`src/rtl/seq_alu_if.sv`:
```
// Operand/result handshake bundle for seq_alu: operand bundle in, result bundle out,
// each with its own valid/ready pair.
interface seq_alu_if #(
    parameter int WIDTH = 4
);
    logic             in_valid;
    logic             in_ready;
    logic [2:0]       op;
    logic             in_c;
    logic [WIDTH-1:0] in_x;
    logic [WIDTH-1:0] in_y;
    logic             out_valid;
    logic             out_ready;
    logic [WIDTH-1:0] out_s;
    logic [WIDTH-1:0] out_hi;
    logic             out_c;
    logic             zero;
    logic             overflow;

    modport master (
        output in_valid, op, in_c, in_x, in_y, out_ready,
        input  in_ready, out_valid, out_s, out_hi, out_c, zero, overflow
    );

    modport slave (
        input  in_valid, op, in_c, in_x, in_y, out_ready,
        output in_ready, out_valid, out_s, out_hi, out_c, zero, overflow
    );
endinterface

```
`src/rtl/seq_alu.sv`:
```
// Sequential ALU: single-cycle ADD/SUB/logic/SLT, WIDTH-cycle shift-add unsigned MUL,
// result held in a valid/ready output register.
module seq_alu #(
    parameter int WIDTH = 4
) (
    input logic     clk,
    input logic     rst,
    seq_alu_if.slave bus
);
    localparam logic [2:0] OP_ADD = 3'b000;
    localparam logic [2:0] OP_SUB = 3'b001;
    localparam logic [2:0] OP_NOT = 3'b010;
    localparam logic [2:0] OP_AND = 3'b011;
    localparam logic [2:0] OP_OR  = 3'b100;
    localparam logic [2:0] OP_XOR = 3'b101;
    localparam logic [2:0] OP_SLT = 3'b110;
    localparam logic [2:0] OP_MUL = 3'b111;

    localparam logic [WIDTH-1:0] CNT_LAST = WIDTH'(WIDTH - 1);

    typedef enum logic [1:0] {IDLE, MUL, HOLD} state_t;

    state_t             state_reg, state_next;
    logic [WIDTH-1:0]   out_s_reg, out_hi_reg;
    logic               out_c_reg, zero_reg, overflow_reg;
    logic [WIDTH-1:0]   cnt_reg;
    logic [2*WIDTH-1:0] mcand_reg, prod_reg;
    logic [WIDTH-1:0]   mplier_reg;

    logic               in_ready;
    logic               accept;
    logic               res_load;
    logic [WIDTH-1:0]   res_s, res_hi;
    logic               res_c, res_ov;
    logic [WIDTH-1:0]   alu_s;
    logic               alu_c, alu_ov;
    logic [WIDTH-1:0]   y_eff;
    logic               cin;
    logic [WIDTH:0]     sum;
    logic [2*WIDTH-1:0] prod_step;

    // A held result being consumed this cycle frees the block just as IDLE does,
    // so a new bundle can be taken in the same cycle as the result handshake.
    assign in_ready = (state_reg != MUL) && (state_reg != HOLD || bus.out_ready) && !rst;
    assign accept   = bus.in_valid && in_ready;

    assign bus.in_ready  = in_ready;
    assign bus.out_valid = (state_reg == HOLD);
    assign bus.out_s     = out_s_reg;
    assign bus.out_hi    = out_hi_reg;
    assign bus.out_c     = out_c_reg;
    assign bus.zero      = zero_reg;
    assign bus.overflow  = overflow_reg;

    // Single-cycle datapath; carry-in only reaches the adder for ADD so an
    // undriven in_c cannot leak into other results.
    always_comb begin
        y_eff  = (bus.op == OP_SUB) ? ~bus.in_y : bus.in_y;
        cin    = (bus.op == OP_ADD) ? bus.in_c : (bus.op == OP_SUB);
        sum    = {1'b0, bus.in_x} + {1'b0, y_eff} + {{WIDTH{1'b0}}, cin};
        alu_s  = '0;
        alu_c  = 1'b0;
        alu_ov = 1'b0;
        case (bus.op)
            OP_ADD, OP_SUB: begin
                alu_s  = sum[WIDTH-1:0];
                alu_c  = sum[WIDTH];
                alu_ov = (bus.in_x[WIDTH-1] == y_eff[WIDTH-1]) &&
                         (sum[WIDTH-1] != bus.in_x[WIDTH-1]);
            end
            OP_NOT: alu_s = ~bus.in_x;
            OP_AND: alu_s = bus.in_x & bus.in_y;
            OP_OR:  alu_s = bus.in_x | bus.in_y;
            OP_XOR: alu_s = bus.in_x ^ bus.in_y;
            OP_SLT: alu_s = {{(WIDTH-1){1'b0}}, ($signed(bus.in_x) < $signed(bus.in_y))};
            default: alu_s = '0;
        endcase
    end

    assign prod_step = prod_reg + (mplier_reg[0] ? mcand_reg : '0);

    always_comb begin
        state_next = state_reg;
        res_load   = 1'b0;
        res_s      = '0;
        res_hi     = '0;
        res_c      = 1'b0;
        res_ov     = 1'b0;
        case (state_reg)
            IDLE, HOLD: begin
                if (state_reg == HOLD && bus.out_ready) begin
                    state_next = IDLE;
                end
                if (accept) begin
                    if (bus.op == OP_MUL) begin
                        state_next = MUL;
                    end else begin
                        state_next = HOLD;
                        res_load   = 1'b1;
                        res_s      = alu_s;
                        res_c      = alu_c;
                        res_ov     = alu_ov;
                    end
                end
            end
            MUL: begin
                if (cnt_reg == CNT_LAST) begin
                    state_next = HOLD;
                    res_load   = 1'b1;
                    res_s      = prod_step[WIDTH-1:0];
                    res_hi     = prod_step[2*WIDTH-1:WIDTH];
                    res_c      = |prod_step[2*WIDTH-1:WIDTH];
                end
            end
            default: state_next = IDLE;
        endcase
    end

    always_ff @(posedge clk) begin
        if (rst) begin
            state_reg    <= IDLE;
            out_s_reg    <= '0;
            out_hi_reg   <= '0;
            out_c_reg    <= 1'b0;
            zero_reg     <= 1'b0;
            overflow_reg <= 1'b0;
            cnt_reg      <= '0;
            mcand_reg    <= '0;
            mplier_reg   <= '0;
            prod_reg     <= '0;
        end else begin
            state_reg <= state_next;
            if (res_load) begin
                out_s_reg    <= res_s;
                out_hi_reg   <= res_hi;
                out_c_reg    <= res_c;
                overflow_reg <= res_ov;
                zero_reg     <= (res_s == '0) && (res_hi == '0);
            end
            if (accept && bus.op == OP_MUL) begin
                mcand_reg  <= {{WIDTH{1'b0}}, bus.in_x};
                mplier_reg <= bus.in_y;
                prod_reg   <= '0;
                cnt_reg    <= '0;
            end else if (state_reg == MUL) begin
                prod_reg   <= prod_step;
                mcand_reg  <= mcand_reg << 1;
                mplier_reg <= mplier_reg >> 1;
                cnt_reg    <= cnt_reg + 1'b1;
            end
        end
    end
endmodule

```
`src/flat_wrapper.sv`:
```
// flat-port wrapper written by rule: the top's interface ports become plain ports
module seq_alu_flat 
#(
    parameter int WIDTH = 4
)
  (clk, rst, bus_in_valid, bus_op, bus_in_c, bus_in_x, bus_in_y, bus_out_ready, bus_in_ready, bus_out_valid, bus_out_s, bus_out_hi, bus_out_c, bus_zero, bus_overflow);
  seq_alu_if #(.WIDTH(WIDTH)) bus_i ();
  input logic clk;
  input logic rst;
  input wire logic [$bits(bus_i.in_valid)-1:0] bus_in_valid;
  input wire logic [$bits(bus_i.op)-1:0] bus_op;
  input wire logic [$bits(bus_i.in_c)-1:0] bus_in_c;
  input wire logic [$bits(bus_i.in_x)-1:0] bus_in_x;
  input wire logic [$bits(bus_i.in_y)-1:0] bus_in_y;
  input wire logic [$bits(bus_i.out_ready)-1:0] bus_out_ready;
  output wire logic [$bits(bus_i.in_ready)-1:0] bus_in_ready;
  output wire logic [$bits(bus_i.out_valid)-1:0] bus_out_valid;
  output wire logic [$bits(bus_i.out_s)-1:0] bus_out_s;
  output wire logic [$bits(bus_i.out_hi)-1:0] bus_out_hi;
  output wire logic [$bits(bus_i.out_c)-1:0] bus_out_c;
  output wire logic [$bits(bus_i.zero)-1:0] bus_zero;
  output wire logic [$bits(bus_i.overflow)-1:0] bus_overflow;
  assign bus_i.in_valid = bus_in_valid;
  assign bus_i.op = bus_op;
  assign bus_i.in_c = bus_in_c;
  assign bus_i.in_x = bus_in_x;
  assign bus_i.in_y = bus_in_y;
  assign bus_i.out_ready = bus_out_ready;
  assign bus_in_ready = bus_i.in_ready;
  assign bus_out_valid = bus_i.out_valid;
  assign bus_out_s = bus_i.out_s;
  assign bus_out_hi = bus_i.out_hi;
  assign bus_out_c = bus_i.out_c;
  assign bus_zero = bus_i.zero;
  assign bus_overflow = bus_i.overflow;
  seq_alu #(.WIDTH(WIDTH)) u_core (.clk(clk), .rst(rst), .bus(bus_i));
endmodule
```
`config.mk`:
```
export PLATFORM = sky130hd
export DESIGN_NAME = seq_alu_flat
export DESIGN_NICKNAME = d
export VERILOG_FILES = /design/src/rtl/seq_alu_if.sv /design/src/rtl/seq_alu.sv /design/src/flat_wrapper.sv
export SDC_FILE = /design/constraint.sdc
export NUM_CORES = 1
export LEC_CHECK = 0
export BUFFER_PORTS_ARGS = -buffer_cell sky130_fd_sc_hd__buf_2
export CAP_MARGIN = 10
export CELL_PAD_IN_SITES_DETAIL_PLACEMENT = 0
export CELL_PAD_IN_SITES_GLOBAL_PLACEMENT = 1
export CORE_ASPECT_RATIO = 1.75
export CORE_MARGIN = 5
export CORE_UTILIZATION = 43
export DETAILED_ROUTE_END_ITERATION = 10
export GPL_TIMING_DRIVEN = 0
export PLACE_DENSITY_LB_ADDON = 0.05
export REMOVE_ABC_BUFFERS = 1
export SETUP_SLACK_MARGIN = 0.2
export SLEW_MARGIN = 5
export SYNTH_ARGS = -nofsm -noshare
export SYNTH_HDL_FRONTEND = slang
export SYNTH_SLANG_ARGS = --single-unit
```
`constraint.sdc`:
```
create_clock -name clk -period 3.1 [get_ports clk]
set_input_delay 0 -clock clk [delete_from_list [all_inputs] [get_ports clk]]
set_output_delay 0 -clock clk [all_outputs]
set_load 0.02 [all_outputs]
```
==> results of run 1 <==
Yosys cell counts (all sizes together), types with 2 or more instances:
library cell | n | area share, %
nand2 | 43 | 6.7
dfxtp | 37 | 31
a21oi | 33 | 6.8
nor2 | 32 | 5.0
ha | 23 | 12
inv | 15 | 2.3
clkbuf | 14 | 2.2
nand3 | 12 | 2.5
xnor2 | 11 | 4.0
and2 | 10 | 2.6
a22oi | 8 | 2.5
nand2b | 8 | 2.1
xor2 | 6 | 2.2
o21ai | 5 | 1.0
o31ai | 5 | 1.8
a211oi | 4 | 1.4
a21o | 3 | 0.93
a311oi | 3 | 1.1
and3 | 3 | 0.77
buf | 3 | 0.62
fa | 3 | 2.5
nand3b | 3 | 0.93
nor2b | 3 | 0.77
o21a | 2 | 0.62
o21bai | 2 | 0.62
o32ai | 2 | 0.72
where the power goes:
group / internal [uW] / leakage [uW] / total [uW] / switching, uW
logic: 60.6 / 0.000790 / 159 / 98.9
clock network: 177 / 0.0000443 / 347 / 170
registers: 483 / 0.000299 / 488 / 5.34
per-stage QoR:
stage	setup TNS (ns)	util, %	worst slack (ns)
6_report	0	48.6	0.511
5_1_grt	0	48.6	0.285
4_1_cts	0	48.6	0.478
3_5_place_dp	0	47.1	0.334
3_3_place_gp	-5.26	46.8	-0.431
2_1_floorplan	0	-	0.454
worst max-delay path by stage:
| stage | start | endpoint | slack [ns] | cells after the start |
|---|---|---|---|---|
| floorplan | u_core.state_reg[0] | u_core.prod_reg[2] | 0.45 | 5 |
| global placement | u_core.state_reg[0] | u_core.prod_reg[2] | -0.43 | 5 |
| detailed placement | bus_op[2] | u_core.bus.zero | 0.33 | 12 |
| CTS | u_core.mplier_reg[0] | u_core.bus.zero | 0.48 | 8 |
| global route | u_core.state_reg[1] | u_core.bus.out_s[0] | 0.28 | 5 |
| finish | u_core.mplier_reg[0] | u_core.bus.zero | 0.51 | 8 |
area by class of cell:
type,instances,area [um2],share of cell area [%]
Inverter,15,56.3,2.09
Timing Repair Buffer,29,155,5.76
Tap cell,76,95.1,3.53
Sequential cell,37,741,27.5
Clock buffer,7,86.3,3.20
Multi-Input combinational cell,238,1560,57.9
cell families after synthesis:
group | after synthesis | synth area share, %
simple gates | 120 | 23.2
compound gates | 75 | 20.6
buf+inv | 32 | 5.11
flops | 37 | 30.6
xor+xnor | 17 | 6.14
fa+ha+maj | 26 | 14.4
metal layers:
layer | wire length [um] | up-vias
met5 | 0 | -
met4 | 132 | 0
met2 | 3360 | 33
met1 | 2380 | 985
li1 | - | 1093
met3 | 147 | 11
worst max-delay path: cells and delay by family, from the launching register on:
family | cells | cell delay (ns)
AO/OA/AOI/OAI | 4 | 1.18
adder cells (fa/ha/maj) | 2 | 0.62
flip-flops | 1 | 0.39
AND/OR/NAND/NOR | 1 | 0.17
XOR/XNOR | 1 | 0.15
==> run_results.csv, run 1 <==
group,metric,value,unit
status,status,"finished, final reports clean",
final_layout,drive_gt1_share,12.3,%
synth,synth_area_per_cell,7.89,um2
timing,holdWs,0.00824,ns
final_layout,final_cell_mix,"nand2_1, dfxtp_1, a21oi_1",
timing,clock.fmax,386,MHz
clock_network,cts_resized,0,
routing,drtIter0Drc,54,
min_path,hold_depth,3,
floorplan,initial_core_util,43.7,%
placed_design,placed_area,2610,um2
job,maxCapViolCount,0,
routing,drt_pre_antenna_iters,5,
timing,drv_slew,0,
worst_setup_path,path_class,"flip-flop to flip-flop",
placed_design,gp_congestion,0.856,
synth,netlist_instances,307,
worst_setup_path,slowest_delay,0.49,ns
clock_network,cts_max_path_buffers,2,
pwr,powerDensity,369,nW/um2
final_layout,final_area,2700,um2
global_routing,grt_max_degree,29,
worst_setup_path,worstPathRequired,3.30,ns
final_layout,n_antenna_cell,0,
floorplan,die_h,109,um
global_routing,grt-busiest-layer,"met2",
synth,netlist-cell-type-count,42,
timing,setup_viol,0,
synth,yosysSeqAreaShare,30.6,%
floorplan,die_w,66.8,um
clock_network,cts_sinks,37,
clock_network,cts.hold.buffers_added,0,
final_layout,area_delta_synth_final,11.2,%
clock_network,cts_buffers,5,
routing,wl_per_cell,15.0,um
synth,syn_area,2420,um2
worst_setup_path,crit_path_end_kind,"flip-flop",
worst_setup_path,r2r_cells,8,
final_layout,final_nets,368,
timing,fin_skew,0.00891,ns
global_routing,grtUsageMet1,18.7,%
global_routing,grt.overflow.total,0,
final_layout,final_common_cell,"nand2_1",
worst_setup_path,slowest_stage,"o41a_1",
global_routing,grt_pass1_vias,2134,
global_routing,grt.total_usage,17.9,%
routing,via_per_inst,5.28,
synth,synth-main-ff-cell,"dfxtp_1",
global_routing,grtUsageMet2,34.7,%
floorplan,rows,36,
placed_design,placed_cells,395,
placed_design,io_buffer_count,28,
routing,routed_wirelength,6030,um
timing,hold_viol_final,0,
routing,num_vias,2122,
timing,relSlewSlack,41.1,%
synth,synth_edf_count,0,
pwr,power,995,uW
global_routing,grt_pass1_wl,9890,um
global_routing,use_met3,2.04,%
min_path,hp-class,"input port to flip-flop",
synth,async_flop_share,0,%
floorplan,core_area,5540,um2
timing,worst_pin_slew,0.883,ns
clock_network,post_cts_buffers,0,
min_path,hold_path_end,"u_core.mplier_reg[3]",
clock_network,insertion_delay,0.29,ns
worst_setup_path,timing.rr.end,"u_core.bus.zero",
clock_network,htree_levels,2,
worst_setup_path,critPathMaxFanout,9,
worst_setup_path,start_kind,"flip-flop",
global_routing,antenna_found_initial,0,
timing,period_needed,2.59,ns
worst_setup_path,r2r_slack,0.51,ns
clock_network,cts-root-buf,"clkbuf_8",
pwr,p_leak,0.00113,uW
timing,rsz0062_at_grt,"no",
final_layout,fillers,627,
worst_setup_path,regToRegStartpoint,"u_core.mplier_reg[0]",
placed_design,hpwlAfterDp,4740,um
floorplan,dieArea,7300,um2
synth,ys_ff_latch,37,
routing,ant_nets,0,
routing,drc,0,
clock_network,cts_tree,"done",
synth,yosys_warnings,0,
clock_network,clk_pin_slew,0.07,ns
worst_setup_path,path_cells,"and2_1 > ha_1 > fa_1 > a21o_1 > a21oi_1 > xnor2_1 > o41a_1 > o41ai_2",
final_layout,final_cells,402,
min_path,hp-start,"bus_in_y[3]",
timing,fin_crit_sh,83.5,%
worst_setup_path,worstPathArrival,2.79,ns
floorplan,pin_count,29,
pwr,irDropWorstVdd,0.000173,V
Note: power is estimated with default switching activity, not from simulation.
==> inputs of run 2 (changes only) <==
--- a/config.mk
+++ b/config.mk
@@ -5,13 +5,14 @@
 export SDC_FILE = /design/constraint.sdc
 export NUM_CORES = 1
 export LEC_CHECK = 0
+export ABC_AREA = 1
 export BUFFER_PORTS_ARGS = -buffer_cell sky130_fd_sc_hd__buf_2
 export CAP_MARGIN = 10
 export CELL_PAD_IN_SITES_DETAIL_PLACEMENT = 0
 export CELL_PAD_IN_SITES_GLOBAL_PLACEMENT = 1
 export CORE_ASPECT_RATIO = 1.75
 export CORE_MARGIN = 5
-export CORE_UTILIZATION = 43
+export CORE_UTILIZATION = 38
 export DETAILED_ROUTE_END_ITERATION = 10
 export GPL_TIMING_DRIVEN = 0
 export PLACE_DENSITY_LB_ADDON = 0.05
==> constraint.sdc (replaced) <==
create_clock -name clk -period 2.2 [get_ports clk]
set_input_delay 0 -clock clk [delete_from_list [all_inputs] [get_ports clk]]
set_output_delay 0 -clock clk [all_outputs]
set_load 0.02 [all_outputs]
==> run 2 against run 1 <==
Worst hold slack gained 0.014 ns. Non-clock buffer count grew 5. Via count grew 13%. Power grew 62%. Clock power grew 97%. Synthesized area grew 6.4%. Synthesized cell count grew 23%. Worst setup slack lost 0.32 ns. First-iteration DRC count grew 120%. Cell area grew 11%. Fmax grew 29%. Core utilization shrank 3.3 points.
==> run_results.csv, run 2 <==
group,metric,value,unit
routing,wl_met2,3760,um
global_routing,antenna_found_initial,0,
final_layout,drive_gt1_share,16.3,%
worst_setup_path,setup.worst_path.start,"u_core.mplier_reg[0]",
floorplan,initial_core_util,39.1,%
worst_setup_path,start_kind,"flip-flop",
timing,setup_viol,0,
worst_setup_path,path_class,"flip-flop to flip-flop",
final_layout,final_cell_mix,"nand2_1, inv_1, dfxtp_1",
timing,worst_pin_slew,0.649,ns
floorplan,pin_count,29,
final_layout,final_nets,452,
floorplan,die_w,72.3,um
routing,routed_wirelength,6770,um
floorplan,rows,39,
final_layout,area_delta_synth_final,16.0,%
clock_network,cts_max_path_buffers,2,
clock_network,cts-root-buf,"clkbuf_16",
timing,relSlewSlack,56.7,%
routing,route.met3.wl,162,um
min_path,hp-start,"bus_in_y[1]",
timing,period_needed,2.01,ns
final_layout,final_area,2990,um2
pwr,powerDensity,539,nW/um2
clock_network,cts_tree,"done",
worst_setup_path,regToRegStartpoint,"u_core.mplier_reg[0]",
global_routing,grt_pass1_wl,11400,um
routing,drt_pre_antenna_iters,4,
timing,holdWs,0.0224,ns
pwr,p_leak,0.00151,uW
routing,via_per_inst,4.86,
synth,ys_ff_latch,37,
min_path,hp-class,"input port to flip-flop",
final_layout,fillers,764,
timing,hold_viol_final,0,
timing,fin_crit_sh,91.2,%
worst_setup_path,crit_top_cell,"nand2_1",
global_routing,grt_max_degree,23,
worst_setup_path,path_cells,"nand2_1 > inv_1 > ha_2 > fa_2 > xor2_1 > nand2_1 > or2_2 > nand2_1 > nor2_1 > nand4_1 > a21oi_1",
global_routing,grt.overflow.total,0,
synth,synth_top_cell_area_share,28.7,%
placed_design,hpwlAfterDp,5240,um
floorplan,core_area,6590,um2
timing,clock.fmax,498,MHz
worst_setup_path,crit_path_end_kind,"flip-flop",
routing,top_layer,"met4",
floorplan,die_h,119,um
synth,async_flop_share,0,%
global_routing,grt.total_usage,17.0,%
worst_setup_path,crit_family,"simple AND/OR/NAND/NOR gates",
timing,drv_slew,0,
synth,synth_edf_count,0,
worst_setup_path,worstPathRequired,2.35,ns
clock_network,cts_sinks,37,
routing,drc,0,
synth,synth_area_leaders,"dfxtp_1, nand2_1, ha_1",
synth,synth_largest_area_cell,"dfxtp_1",
worst_setup_path,worstPathArrival,2.16,ns
worst_setup_path,critPathMaxFanout,9,
pwr,irDropWorstVdd,0.000298,V
routing,drtIter0Drc,118,
routing,wirelength_met1,2480,um
final_layout,final_common_cell,"nand2_1",
final_layout,n_antenna_cell,0,
floorplan,dieArea,8590,um2
synth,yosysSeqAreaShare,28.7,%
timing,rsz0062_at_grt,"yes",
synth,yosysMostFrequentCell,"nand2_1",
synth,yosys_warnings,0,
worst_setup_path,slowest_stage,"fa_2",
clock_network,cts_buffers,5,
routing,num_vias,2398,
placed_design,placed_area,2750,um2
routing,ant_nets,0,
clock_network,insertion_delay,0.28,ns
placed_design,gp_congestion,0.891,
synth,synth-main-ff-cell,"dfxtp_1",
job,maxCapViolCount,0,
routing,wl_per_cell,13.7,um
synth,netlist_instances,379,
timing,fin_skew,0.00467,ns
worst_setup_path,slowest_delay,0.38,ns
synth,synth_common_cells,"nand2_1, inv_1, dfxtp_1, a21oi_1",
worst_setup_path,critPathBufInv,1,
clock_network,clk_pin_slew,0.05,ns
synth,syn_area,2580,um2
placed_design,io_buffer_count,28,
synth,netlist-cell-type-count,29,
global_routing,grt_pass1_vias,2473,
synth,synth_area_per_cell,6.80,um2
status,status,"finished, final reports clean",
clock_network,htree_levels,2,
-- run 2: layout make-up --
class,count,area (um2),area share (%)
multi-input combinational,274,1580,53.0
sequential,37,744,24.9
inverter,58,223,7.45
timing repair buffer,34,200,6.69
clock buffer,8,136,4.56
tap,82,103,3.43
-- run 2: metal layers --
metal	vias to the layer above	global-route usage, %
li1	1268	-
met1	1080	16.0
met2	33	31.8
met3	17	3.29
met4	0	11.2
met5	-	0
-- run 2: path summary, 6_finish.rpt --
| check | end | slack (ns) | depth (start not counted) |
|---|---|---|---|
| worst max-delay path | u_core.bus.zero | 0.19 | 11 |
| worst min-delay path | u_core.mplier_reg[1] | 0.02 | 3 |
| worst max register to register | u_core.bus.zero | 0.19 | 11 |
| worst min register to register | u_core.bus.overflow | 0.46 | 2 |
-- run 2: power by group --
| part | switching [uW] | total, uW | leakage [uW] | internal, uW |
|---|---|---|---|---|
| registers | 8.26 | 689 | 0.000300 | 681 |
| clock network | 261 | 682 | 0.0000652 | 421 |
| logic | 159 | 241 | 0.00115 | 82.5 |
| total | 428 | 1610 | 0.00151 | 1180 |
-- run 2: timing repair --
item                                    in CTS  in global routing
pin swaps                                    2                  4
endpoints found under the setup margin      20                 13
hold endpoints to repair                     1                  0
buffers inserted                             1                  4
hold buffers                                 1                  0
gates cloned                                 1                  0
gates resized for setup                      3                 11
-- run 2: kinds of logic (layout without fill, tap and decap cells) --
group                    Yosys count  after routing  share of synthesized area (%)
AND/OR/NAND/NOR                  188            189                           32.9
XOR/XNOR                           9              9                           3.06
adder cells (fa/ha/maj)           26             26                           13.5
buffers and inverters             69            100                           11.6
AO/OA/AOI/OAI                     50             50                           10.3
flip-flops                        37             37                           28.7
-- run 2: tightest hold or removal path, cell delays in order --
cell and delay, ns:
buf_2 0.12, nand2_1 0.06, a31oi_1 0.07
-- run 2: through the flow --
| step | setup TNS [ns] | std cells | setup slack [ns] | power [uW] | util [%] |
|---|---|---|---|---|---|
| after floorplan | 0 | 368 | 0.106 | 849 | - |
| after global placement | -1.23 | 478 | -0.489 | 936 | 41.7 |
| after detailed placement | -1.22 | 478 | -0.507 | 936 | 41.7 |
| after CTS | 0 | 489 | 0.0838 | 1630 | 44.2 |
| after global routing | 0 | 493 | 0.0563 | 1690 | 45.4 |
| final | 0 | 493 | 0.193 | 1610 | 45.4 |
